$ cat config.mk
export PLATFORM = sky130hd
export DESIGN_NAME = uart_receiver_flat
export DESIGN_NICKNAME = d
export VERILOG_FILES = /design/src/rtl/uart_receiver_if.sv /design/src/rtl/uart_receiver.sv /design/src/flat_wrapper.sv
export SDC_FILE = /design/constraint.sdc
export NUM_CORES = 1
export LEC_CHECK = 0
export CAP_MARGIN = 20
export CORE_ASPECT_RATIO = 0.7
export CORE_MARGIN = 5
export CORE_UTILIZATION = 58
export CTS_BUF_LIST = sky130_fd_sc_hd__clkbuf_4
export CTS_CLUSTER_DIAMETER = 100
export CTS_CLUSTER_SIZE = 14
export DETAILED_ROUTE_END_ITERATION = 16
export PLACE_DENSITY = 0.81
export SYNTH_ARGS = -nofsm -noshare
export SYNTH_HDL_FRONTEND = slang
export SYNTH_SLANG_ARGS = --single-unit
$ cat constraint.sdc
create_clock -name clk -period 2 [get_ports clk]
set_clock_uncertainty 0.05 [all_clocks]
set_input_delay 0.5 -clock clk [delete_from_list [all_inputs] [get_ports clk]]
set_output_delay 0.5 -clock clk [all_outputs]
set_load 0.01 [all_outputs]
$ cat src/rtl/uart_receiver_if.sv
// rtl/uart_receiver_if.sv - RX line, frame configuration and received-word bundle for uart_receiver
interface uart_receiver_if #(
  parameter int DATA_WIDTH = 8
) ();
  logic                  serial_data_in;
  logic                  parity_type;
  logic                  parity_enable;
  logic [DATA_WIDTH-1:0] parallel_data;
  logic                  data_valid;
  logic                  parity_error;
  logic                  framing_error;
  logic                  busy;

  modport master (
    input  serial_data_in, parity_type, parity_enable,
    output parallel_data, data_valid, parity_error, framing_error, busy
  );

  modport slave (
    output serial_data_in, parity_type, parity_enable,
    input  parallel_data, data_valid, parity_error, framing_error, busy
  );
endinterface

$ cat src/rtl/uart_receiver.sv
// rtl/uart_receiver.sv - oversampling UART receiver; define UART_RX_MAJORITY_VOTE_EN for 2-of-3 bit voting
module uart_receiver #(
  parameter int DATA_WIDTH = 8,
  parameter int PRESCALE   = 8
) (
  input  logic clk,
  input  logic reset,
  uart_receiver_if.master rx_if
);
  localparam int CW = (PRESCALE > 1) ? $clog2(PRESCALE) : 1;
  localparam int BW = (DATA_WIDTH > 1) ? $clog2(DATA_WIDTH) : 1;
  localparam logic [CW-1:0] CNT_LAST = CW'(PRESCALE - 1);
  localparam logic [CW-1:0] CNT_MID  = CW'(PRESCALE / 2);
  localparam logic [BW-1:0] BIT_LAST = BW'(DATA_WIDTH - 1);

  typedef enum logic [2:0] {IDLE, START, DATA, PARITY, STOP} state_t;

  state_t                state_q;
  logic [1:0]            sync_q;
  logic [CW-1:0]         cnt_q;
  logic [BW-1:0]         bit_cnt_q;
  logic [DATA_WIDTH-1:0] shift_q;
  logic                  par_type_q;
  logic                  par_en_q;
  logic                  par_err_q;
  logic [DATA_WIDTH-1:0] data_out_q;
  logic                  dv_q;
  logic                  perr_q;
  logic                  ferr_q;
  logic                  busy_q;
  logic                  rx_s;
  logic                  bit_val;

  assign rx_s = sync_q[1];

`ifdef UART_RX_MAJORITY_VOTE_EN
  // Samples at MID-1 and MID are held; the vote completes one clock later with the live sample.
  localparam logic [CW-1:0] CNT_DEC = CNT_MID + CW'(1);
  logic [1:0] vote_q;
  assign bit_val = (vote_q[0] & vote_q[1]) | (vote_q[0] & rx_s) | (vote_q[1] & rx_s);
`else
  localparam logic [CW-1:0] CNT_DEC = CNT_MID;
  assign bit_val = rx_s;
`endif

  always_ff @(posedge clk) begin
    if (!reset) begin
      state_q    <= IDLE;
      sync_q     <= 2'b11;
      cnt_q      <= '0;
      bit_cnt_q  <= '0;
      shift_q    <= '0;
      par_type_q <= 1'b0;
      par_en_q   <= 1'b0;
      par_err_q  <= 1'b0;
      data_out_q <= '0;
      dv_q       <= 1'b0;
      perr_q     <= 1'b0;
      ferr_q     <= 1'b0;
      busy_q     <= 1'b0;
`ifdef UART_RX_MAJORITY_VOTE_EN
      vote_q     <= 2'b00;
`endif
    end else begin
      sync_q <= {sync_q[0], rx_if.serial_data_in};
      dv_q   <= 1'b0;
`ifdef UART_RX_MAJORITY_VOTE_EN
      if (cnt_q == CNT_MID - CW'(1)) vote_q[0] <= rx_s;
      if (cnt_q == CNT_MID)          vote_q[1] <= rx_s;
`endif
      case (state_q)
        IDLE: begin
          if (!rx_s) begin
            state_q    <= START;
            cnt_q      <= '0;
            bit_cnt_q  <= '0;
            busy_q     <= 1'b1;
            par_type_q <= rx_if.parity_type;
            par_en_q   <= rx_if.parity_enable;
          end
        end
        START: begin
          if (cnt_q == CNT_DEC && bit_val) begin
            state_q <= IDLE;
            cnt_q   <= '0;
            busy_q  <= 1'b0;
          end else if (cnt_q == CNT_LAST) begin
            state_q <= DATA;
            cnt_q   <= '0;
          end else begin
            cnt_q <= cnt_q + CW'(1);
          end
        end
        DATA: begin
          if (cnt_q == CNT_DEC) shift_q[bit_cnt_q] <= bit_val;
          if (cnt_q == CNT_LAST) begin
            cnt_q <= '0;
            if (bit_cnt_q == BIT_LAST) begin
              bit_cnt_q <= '0;
              state_q   <= par_en_q ? PARITY : STOP;
            end else begin
              bit_cnt_q <= bit_cnt_q + BW'(1);
            end
          end else begin
            cnt_q <= cnt_q + CW'(1);
          end
        end
        PARITY: begin
          // Even: bit should equal ^data; odd flips the expectation.
          if (cnt_q == CNT_DEC) par_err_q <= bit_val ^ (^shift_q) ^ par_type_q;
          if (cnt_q == CNT_LAST) begin
            state_q <= STOP;
            cnt_q   <= '0;
          end else begin
            cnt_q <= cnt_q + CW'(1);
          end
        end
        STOP: begin
          // Leave at the decision point so the next start bit has half a bit of margin.
          if (cnt_q == CNT_DEC) begin
            state_q    <= IDLE;
            cnt_q      <= '0;
            busy_q     <= 1'b0;
            dv_q       <= 1'b1;
            data_out_q <= shift_q;
            perr_q     <= par_en_q & par_err_q;
            ferr_q     <= ~bit_val;
          end else begin
            cnt_q <= cnt_q + CW'(1);
          end
        end
        default: begin
          state_q <= IDLE;
          cnt_q   <= '0;
          busy_q  <= 1'b0;
        end
      endcase
    end
  end

  assign rx_if.parallel_data = data_out_q;
  assign rx_if.data_valid    = dv_q;
  assign rx_if.parity_error  = perr_q;
  assign rx_if.framing_error = ferr_q;
  assign rx_if.busy          = busy_q;
endmodule

$ cat src/flat_wrapper.sv
// flat-port wrapper written by rule: the top's interface ports become plain ports
module uart_receiver_flat 
#(
  parameter int DATA_WIDTH = 8,
  parameter int PRESCALE   = 8
)
  (clk, reset, rx_if_serial_data_in, rx_if_parity_type, rx_if_parity_enable, rx_if_parallel_data, rx_if_data_valid, rx_if_parity_error, rx_if_framing_error, rx_if_busy);
  uart_receiver_if #(.DATA_WIDTH(DATA_WIDTH)) rx_if_i ();
  input  logic clk;
  input  logic reset;
  input wire logic [$bits(rx_if_i.serial_data_in)-1:0] rx_if_serial_data_in;
  input wire logic [$bits(rx_if_i.parity_type)-1:0] rx_if_parity_type;
  input wire logic [$bits(rx_if_i.parity_enable)-1:0] rx_if_parity_enable;
  output wire logic [$bits(rx_if_i.parallel_data)-1:0] rx_if_parallel_data;
  output wire logic [$bits(rx_if_i.data_valid)-1:0] rx_if_data_valid;
  output wire logic [$bits(rx_if_i.parity_error)-1:0] rx_if_parity_error;
  output wire logic [$bits(rx_if_i.framing_error)-1:0] rx_if_framing_error;
  output wire logic [$bits(rx_if_i.busy)-1:0] rx_if_busy;
  assign rx_if_i.serial_data_in = rx_if_serial_data_in;
  assign rx_if_i.parity_type = rx_if_parity_type;
  assign rx_if_i.parity_enable = rx_if_parity_enable;
  assign rx_if_parallel_data = rx_if_i.parallel_data;
  assign rx_if_data_valid = rx_if_i.data_valid;
  assign rx_if_parity_error = rx_if_i.parity_error;
  assign rx_if_framing_error = rx_if_i.framing_error;
  assign rx_if_busy = rx_if_i.busy;
  uart_receiver #(.DATA_WIDTH(DATA_WIDTH), .PRESCALE(PRESCALE)) u_core (.clk(clk), .reset(reset), .rx_if(rx_if_i));
endmodule
**Yosys cells after proc, flatten, opt, wreduce, memory -nomap -nowiden**

Index checks and enable logic that the tools add are counted.

- Output and inout port bits: 12
- Word-level logic and storage cells: 75
- Input bits: 5
- Register bits: 34

- Reduce and logical (&&, ||, !) cells: 14
- Equality and inequality tests: 14
- Add/subtract/negate cells: 2
- $lt $le $gt $ge: 2
- Muxes and demuxes: 25
- Bitwise logic cells: 5

Operators by type and width:

| kind | count |
|---|---|
| 2-to-1 mux 3 bit | 14 |
| one-hot mux 3 bit (5 select lines) | 1 |
| equality test 3 bit, second input constant | 4 |
| one-hot mux 3 bit (4 select lines) | 1 |
| != test 2 x 1 -> 1 bit, second input constant | 5 |
| AND reduction 2 bit | 5 |
| bitwise mux 8 bit | 1 |
| XOR reduction 8 bit | 1 |
| adder 3 x 1 -> 3 bit, second input constant | 2 |
| equality test 3 x 2 -> 1 bit, second input constant | 2 |
| one-hot mux 3 bit (2 select lines) | 1 |
| AND reduction 6 bit | 1 |
| 2-to-1 mux 1 bit | 5 |
| less-than comparator 3 x 4 -> 1 bit, second input constant | 1 |
| one-hot mux 1 bit (4 select lines) | 1 |
| AND reduction 4 bit | 1 |
| demux 1 bit (select 3 bit) | 1 |
| equality test 3 x 1 -> 1 bit, second input constant | 1 |
| >= comparator 3 x 1 -> 1 bit, second input constant | 1 |
| zero test 3 bit | 1 |
| != test 3 x 1 -> 1 bit, second input constant | 1 |
| AND reduction 3 bit | 1 |
| logical AND 1 bit | 2 |
| != test 2 bit, second input constant | 1 |
| 5 further kinds | 7 |

**Longest topological paths before layout**

Gate-level depths: netlist (run 1).

- Depth after elaboration: 5
- Gate-level depth with buffers: 8
- Depth with buffers taken out: 6

**Least setup slack after synthesis (run 1)**

Ideal clock, no wire load.

- Path type: flip-flop to flip-flop
- From: register u_core.cnt_q[0]
- To: register u_core.ferr_q (netlist: u_core.rx_if.framing_error)
- Buffers on the path: 2
- Required time: 1.822 ns
- Period minus slack after synthesis: 1.689 ns
- Cell stages (with the launch flop): 9
- Setup time: 0.128 ns
- Path slack: 0.311 ns
- Arrival: 1.511 ns
- Cell sequence: dfxtp_1 > inv_1 > ha_1 > and2_1 > buf_2 > nand3_1 > buf_2 > mux2i_1 > nor2_1

- Longest elaborated chain between the ends: 2

RTL lines:

| item | line | text |
|---|---|---|
| start, declared | uart_receiver.sv:20 | `logic [CW-1:0] cnt_q;` |
| start signal, assigned | uart_receiver.sv:91 | `cnt_q <= cnt_q + CW'(1);` |
| start signal, assigned | uart_receiver.sv:105 | `cnt_q <= cnt_q + CW'(1);` |
| start signal, assigned | uart_receiver.sv:115 | `cnt_q <= cnt_q + CW'(1);` |
| equality test 3 bit | uart_receiver.sv:120 | `if (cnt_q == CNT_DEC) begin` |
| AND reduction 2 bit (no source line) | - |  |
| end signal, assigned | uart_receiver.sv:127 | `ferr_q <= ~bit_val;` |
| end, declared | uart_receiver.sv:29 | `logic ferr_q;` |

No other way between the ends.
A chain may end at the register's enable or synchronous reset.

**Worst setup path in the final report (run 1)**

- From: register u_core.cnt_q[0]
- To: register u_core.data_out_q[3] (netlist: u_core.rx_if.parallel_data[3])

- Longest elaborated chain between the ends: 2

RTL lines:

| item | line | text |
|---|---|---|
| equality test 3 bit | uart_receiver.sv:120 |  |
| AND reduction 2 bit (no source line) | - |  |
| end signal, assigned | uart_receiver.sv:125 | `data_out_q <= shift_q;` |
| end, declared | uart_receiver.sv:26 | `logic [DATA_WIDTH-1:0] data_out_q;` |

No other way between the ends.

==> flow_summary_export.csv, run 1 <==
group,metric,value,unit
outcome,outcome,"complete, no violations",
routing,drc,0,
global_routing,grt_pass1_wl,6290,microns
critical_path,cp_slowest_cell,"dfxtp_1",
critical_path,path_buf_inv,2,
routing,via_count,1361,
timing,final_max_slew_viol_count,0,
critical_path,start_kind,"flop",
routing,ant_nets,0,
clock_tree,cts.sinks,34,
routing,drtPass1Iterations,4,
critical_path,end_kind,"flop",
yosys,ys.flop_type,"dfxtp_1",
yosys,synth-edff-count,0,
critical_path,startpoint,"u_core.cnt_q[0]$_SDFFE_PN0P_",
timing,worst_pin_slew,544,ps
critical_path,r2r-end,"u_core.rx_if.parallel_data[3]$_SDFFE_PN0P_",
timing,final.period_utilization,90.7,%
floorplan,start_util,62.7,%
critical_path,crit_family,"simple AND/OR/NAND/NOR gates",
global_routing,grt_usage,21.6,%
routing,drt-vias-per-instance,5.77,
clock_tree,insertion_delay,350,ps
clock_tree,cts_resized,0,
yosys,synth.distinct_cells,37,
critical_path,worstPathCellList,"inv_1 -> ha_1 -> and2_1 -> nand3_1 -> buf_4 -> mux2i_1 -> nor2_1",
critical_path,path_class,"reg2reg",
global_routing,grt_max_degree,25,
critical_path,r2r-start,"u_core.cnt_q[0]$_SDFFE_PN0P_",
timing,hold_violations,0,
timing,hold_slack,372,ps
placement,place_congestion,0.880,
power,power.density,670,nW/um^2
timing,setup_viol,0,
timing,fmax,552,MHz
yosys,synth_seq_cells,34,
yosys,avgSynthCellArea,8.89,sq um
floorplan,die_x,72.8,microns
clock_tree,cts_htree_levels,2,
critical_path,path_max_fanout,9,
timing,grt_setup_unrepaired,"false",
routing,wl_per_cell,15.1,microns
timing,finalCriticalPeriod,1810,ps
yosys,syn_area,1600,sq um
floorplan,rows,15,
critical_path,cp.required,2180,ps
routing,wirelength,3570,microns
power,peakVddDrop,0.000621,V
yosys,yosys_warnings,0,
floorplan,die_area,3930,sq um
worst_hold_path,worstHoldEndpoint,"u_core.sync_q[1]$_SDFF_PN1_",
placement,port_buffers,16,
global_routing,grt_pass1_vias,1325,
clock_tree,cts_tree,"yes",
critical_path,cp.arrival,1990,ps
routing,drt_iter0_drc,141,
worst_hold_path,hold_class,"reg2reg",
placement,dp_hpwl,2670,microns
floorplan,io_pins,17,
cells_and_area,area.growth.synth_to_final,19.0,%
yosys,async_flop_share,0,%
run,drv_cap,0,
global_routing,overflow,0,
critical_path,rrSetupSlack,190,ps
floorplan,die_h,53.9,microns
cells_and_area,drive_gt1_share,8.42,%
clock_tree,clockBufferDepth,2,
floorplan,coreArea,2550,sq um
yosys,syn_inst,180,
clock_tree,post_cts.repair.setup_buffers,0,
clock_tree,cts.clk_slew.worst_paths,120,ps
clock_tree,ctsHoldBuffers,0,
cells_and_area,final_nets,211,
timing,relSlewSlack,63.4,%
yosys,synthesis.nets,190,
clock_tree,cts_made_buffers,5,
global_routing,grt_antenna_before_repair,0,
cells_and_area,antennaDiodeCount,0,
worst_hold_path,hold_depth,1,
critical_path,cpPeakStageDelay,390,ps
power,p_leak,0.830,nW
critical_path,reg2reg_depth,7,
timing,fin_setup_tns,0,ps
yosys,synth_seq_area_share,42.5,%
worst_hold_path,min_from,"u_core.sync_q[0]$_SDFF_PN1_",
clock_tree,cts-root-buf,"clkbuf_4",
-- metal layers --
layer | track usage, % | part of all wire, %
met5 | 0 | 0
met4 | 10.1 | 2.0
met3 | 5.78 | 6.6
met2 | 34.6 | 45
met1 | 27.3 | 47
-- worst reg2reg max path, stage by stage (launching register included) --
cell and delay [ps]:
dfxtp_1 390, inv_1 70, ha_1 250, and2_1 280, nand3_1 190, buf_4 200, mux2i_1 200, nor2_1 60
-- cell usage after synthesis (all sizes together) (2+ instances only) --
cell type,count,area share (%)
mux2i,19,12
buf,3,0.94
a21oi,7,2.2
clkbuf,7,1.6
inv,5,1.2
nand2,11,2.6
ha,5,3.9
nand4,6,2.3
nor2,27,6.3
nor2b,4,1.6
and3,3,1.2
dfxtp,34,43
nor4,3,1.2
o21a,2,0.94
xnor2,6,3.3
nand2b,3,1.2
and2,2,0.78
nand3,7,2.2
o21ai,8,2.5
-- state kept, by name (all words and copies together), names as in the netlist --
signal                      cells
u_core.shift_q                  8
u_core.par_err_q                1
u_core.rx_if.parity_error       1
u_core.rx_if.framing_error      1
u_core.state_q                  3
u_core.rx_if.data_valid         1
u_core.rx_if.parallel_data      8
u_core.par_en_q                 1
u_core.par_type_q               1
u_core.cnt_q                    3
u_core.rx_if.busy               1
u_core.bit_cnt_q                3
u_core.sync_q                   2
-- through the flow --
stage / total power, W / utilization (%) / instance area [sq um] / setup slack (ps) / instances
detailed placement: 0.000763 / 71.4 / 1820 / 206 / 228
floorplan: 0.000740 / - / 1600 / 311 / 180
CTS: 0.00127 / 74.6 / 1900 / 205 / 236
global route: 0.00132 / 74.6 / 1900 / 109 / 236
finish: 0.00128 / 74.6 / 1900 / 187 / 236
global placement: 0.000761 / 71.4 / 1820 / 275 / 228
-- placed cells by master, fill, tap and decap left out, drive strengths merged, types with 2 or more instances in the layout --
| cell type | Yosys | routed |
|---|---|---|
| dfxtp | 34 | 34 |
| nor2 | 27 | 27 |
| mux2i | 19 | 19 |
| clkdlybuf4s50 | 0 | 16 |
| nand2 | 11 | 11 |
| o21ai | 8 | 8 |
| buf | 3 | 8 |
| a21oi | 7 | 7 |
| nand3 | 7 | 7 |
| clkbuf | 7 | 7 |
| nand4 | 6 | 6 |
| xnor2 | 6 | 6 |
| inv | 5 | 5 |
| ha | 5 | 5 |
| nor2b | 4 | 4 |
| and3 | 3 | 3 |
| nand2b | 3 | 3 |
| nor4 | 3 | 3 |
| and2 | 2 | 2 |
| o21a | 2 | 2 |
-- area by class of cell --
| cell class | count | area, sq um |
|---|---|---|
| clock inverter | 1 | 30.0 |
| timing repair buffer | 24 | 220 |
| clock buffer | 7 | 52.6 |
| sequential | 34 | 681 |
| multi-input combinational | 130 | 856 |
| fill | 195 | 648 |
| tap | 34 | 42.5 |
| inverter | 6 | 22.5 |
-- where the power goes --
part / total (W) / internal (W) / switching (W)
logic: 0.0000576 / 0.0000279 / 0.0000297
clock network: 0.000528 / 0.000292 / 0.000235
registers: 0.000691 / 0.000683 / 0.00000819
total: 0.00128 / 0.00100 / 0.000273
-- worst max path at each step --
stage	endpoint	slack (ps)	cells after the start
after floorplan	u_core.rx_if.framing_error$_SDFFE_PN0P_	310	8
after global placement	u_core.state_q[0]$_SDFFE_PN0P_	280	5
after detailed placement	u_core.state_q[0]$_SDFFE_PN0P_	210	5
after CTS	rx_if_parallel_data[3]	210	1
after global routing	u_core.rx_if.parallel_data[2]$_SDFFE_PN0P_	110	7
final	u_core.rx_if.parallel_data[3]$_SDFFE_PN0P_	190	7
-- logic make-up after synthesis --
family          Yosys count  share of synthesized area [%]
flops                    34                           42.5
compound gates           24                           9.38
buf+inv                  16                           3.99
simple gates             74                           23.1
xor+xnor                  8                           5.24
fa+ha+maj                 5                           3.91
mux                      19                           11.9
No activity file was read; power rests on OpenSTA's default activity.
==> inputs of run 2 (changes only) <==
Settings changed: CTS_BUF_LIST sky130_fd_sc_hd__clkbuf_4 to sky130_fd_sc_hd__clkbuf_8.
==> run 2 against run 1 <==
Against the previous run: first-iteration DRC count decreased by 12%; sequential share of layout area decreased by 0.44 points; critical path depth unchanged; global-route usage decreased by 0.15 points; final cell count unchanged; flip-flop and latch count unchanged; critical path type unchanged.
==> flow_summary_export.csv, run 2 (synthesis results as in run 1) <==
group,metric,value,unit
floorplan,die_area,3930,sq um
global_routing,grt_antenna_before_repair,0,
critical_path,path_max_fanout,9,
placement,place_congestion,0.880,
timing,finalCriticalPeriod,1870,ps
clock_tree,cts_resized,0,
timing,final_max_slew_viol_count,0,
global_routing,grt_max_degree,25,
floorplan,start_util,62.7,%
routing,drt_iter0_drc,124,
timing,fin_ws,135,ps
routing,drt-vias-per-instance,5.75,
clock_tree,cts_tree,"yes",
cells_and_area,instances_no_fill,236,
clock_tree,insertion_delay,290,ps
floorplan,die_h,53.9,microns
global_routing,met2_usage,35.3,%
cells_and_area,final_nets,211,
outcome,outcome,"complete, no violations",
timing,hold_slack,363,ps
clock_tree,ctsHoldBuffers,0,
cells_and_area,drive_gt1_share,7.43,%
timing,hold_violations,0,
power,peakVddDrop,0.000607,V
routing,wirelength,3620,microns
floorplan,coreArea,2550,sq um
global_routing,busiest_layer,"met2",
placement,pre_cts_slack,206,ps
cells_and_area,area.growth.synth_to_final,20.5,%
critical_path,path_class,"reg2reg",
floorplan,die_x,72.8,microns
routing,ant_nets,0,
timing,relSlewSlack,63.2,%
cells_and_area,fin_util,75.5,%
global_routing,grt_pass1_wl,6340,microns
run,drv_cap,0,
clock_tree,cts.sinks,34,
routing,drc,0,
floorplan,rows,15,
placement,port_buffers,16,
critical_path,cp.required,2120,ps
routing,via_count,1358,
worst_hold_path,hold_class,"reg2reg",
power,power.density,700,nW/um^2
timing,fmax,536,MHz
clock_tree,post_cts.repair.setup_buffers,0,
clock_tree,cts.clk_slew.worst_paths,80,ps
clock_tree,clockBufferDepth,2,
timing,final.period_utilization,93.3,%
clock_tree,cts-root-buf,"clkbuf_8",
placement,dp_hpwl,2670,microns
routing,drtPass1Iterations,4,
floorplan,io_pins,17,
global_routing,grt_usage,21.4,%
critical_path,start_kind,"flop",
cells_and_area,antennaDiodeCount,0,
timing,fin_setup_tns,0,ps
routing,wl_per_cell,15.3,microns
global_routing,use_met3,5.78,%
power,p_leak,0.844,nW
global_routing,use_met1,28.0,%
global_routing,grt_pass1_vias,1335,
timing,grt_setup_unrepaired,"false",
timing,worst_pin_slew,547,ps
global_routing,overflow,0,
clock_tree,cts_htree_levels,2,
timing,setup_viol,0,
cells_and_area,final_common_cell,"dfxtp_1",
cells_and_area,final_cell_mix,"dfxtp_1, nor2_1, mux2i_1",
placement,dp_cells,228,
clock_tree,cts_made_buffers,5,
critical_path,cp.arrival,1980,ps
critical_path,end_kind,"flop",
run 2: changes by cell type in the layout (fill, tap and decap cells not counted):
cell,change
clkbuf_8,+5
clkbuf_4,-7
inv_1,+2
run 2: path summary, 6_finish.rpt:
kind | startpoint | end | slack [ps] | cells after the start
setup / recovery | u_core.cnt_q[0]$_SDFFE_PN0P_ | u_core.rx_if.parallel_data[5]$_SDFFE_PN0P_ | 130 | 7
hold / removal | u_core.sync_q[0]$_SDFF_PN1_ | u_core.sync_q[1]$_SDFF_PN1_ | 360 | 1
hold reg to reg | u_core.sync_q[0]$_SDFF_PN1_ | u_core.sync_q[1]$_SDFF_PN1_ | 360 | 1
setup reg to reg | u_core.cnt_q[0]$_SDFFE_PN0P_ | u_core.rx_if.parallel_data[5]$_SDFFE_PN0P_ | 130 | 7
run 2: metrics by stage:
step	power [W]	instance area, sq um
global placement	0.000761	1820
CTS	0.00135	1930
floorplan	0.000740	1600
global route	0.00140	1930
finish	0.00135	1930
detailed placement	0.000763	1820
run 2: worst max-delay path, stage by stage (launching register included):
cell     delay (ps)
dfxtp_1         380
inv_1            70
ha_1            240
and2_1          280
nand3_1         200
buf_4           210
mux2i_1         260
nor2_1           60
run 2: power breakdown:
| group | switching, W | internal, W | leakage, nW |
|---|---|---|---|
| Sequential | 0.00000822 | 0.000683 | 0.275 |
| Clock | 0.000238 | 0.000362 | 0.0607 |
| Combinational | 0.0000296 | 0.0000278 | 0.509 |
run 2: metal layers:
layer  wire, microns  up-vias
li1                -      662
met1            1640      632
met2            1690       60
met3             271        4
met4              20        0
met5               0        -
run 2: layout make-up:
type	instances	area, sq um
flip-flops and latches	34	681
repair buffers	24	220
fillers	196	624
multi-input cells	130	856
well taps	34	42.5
inverters	6	22.5
clock inverters	3	37.5
clock buffers	5	68.8
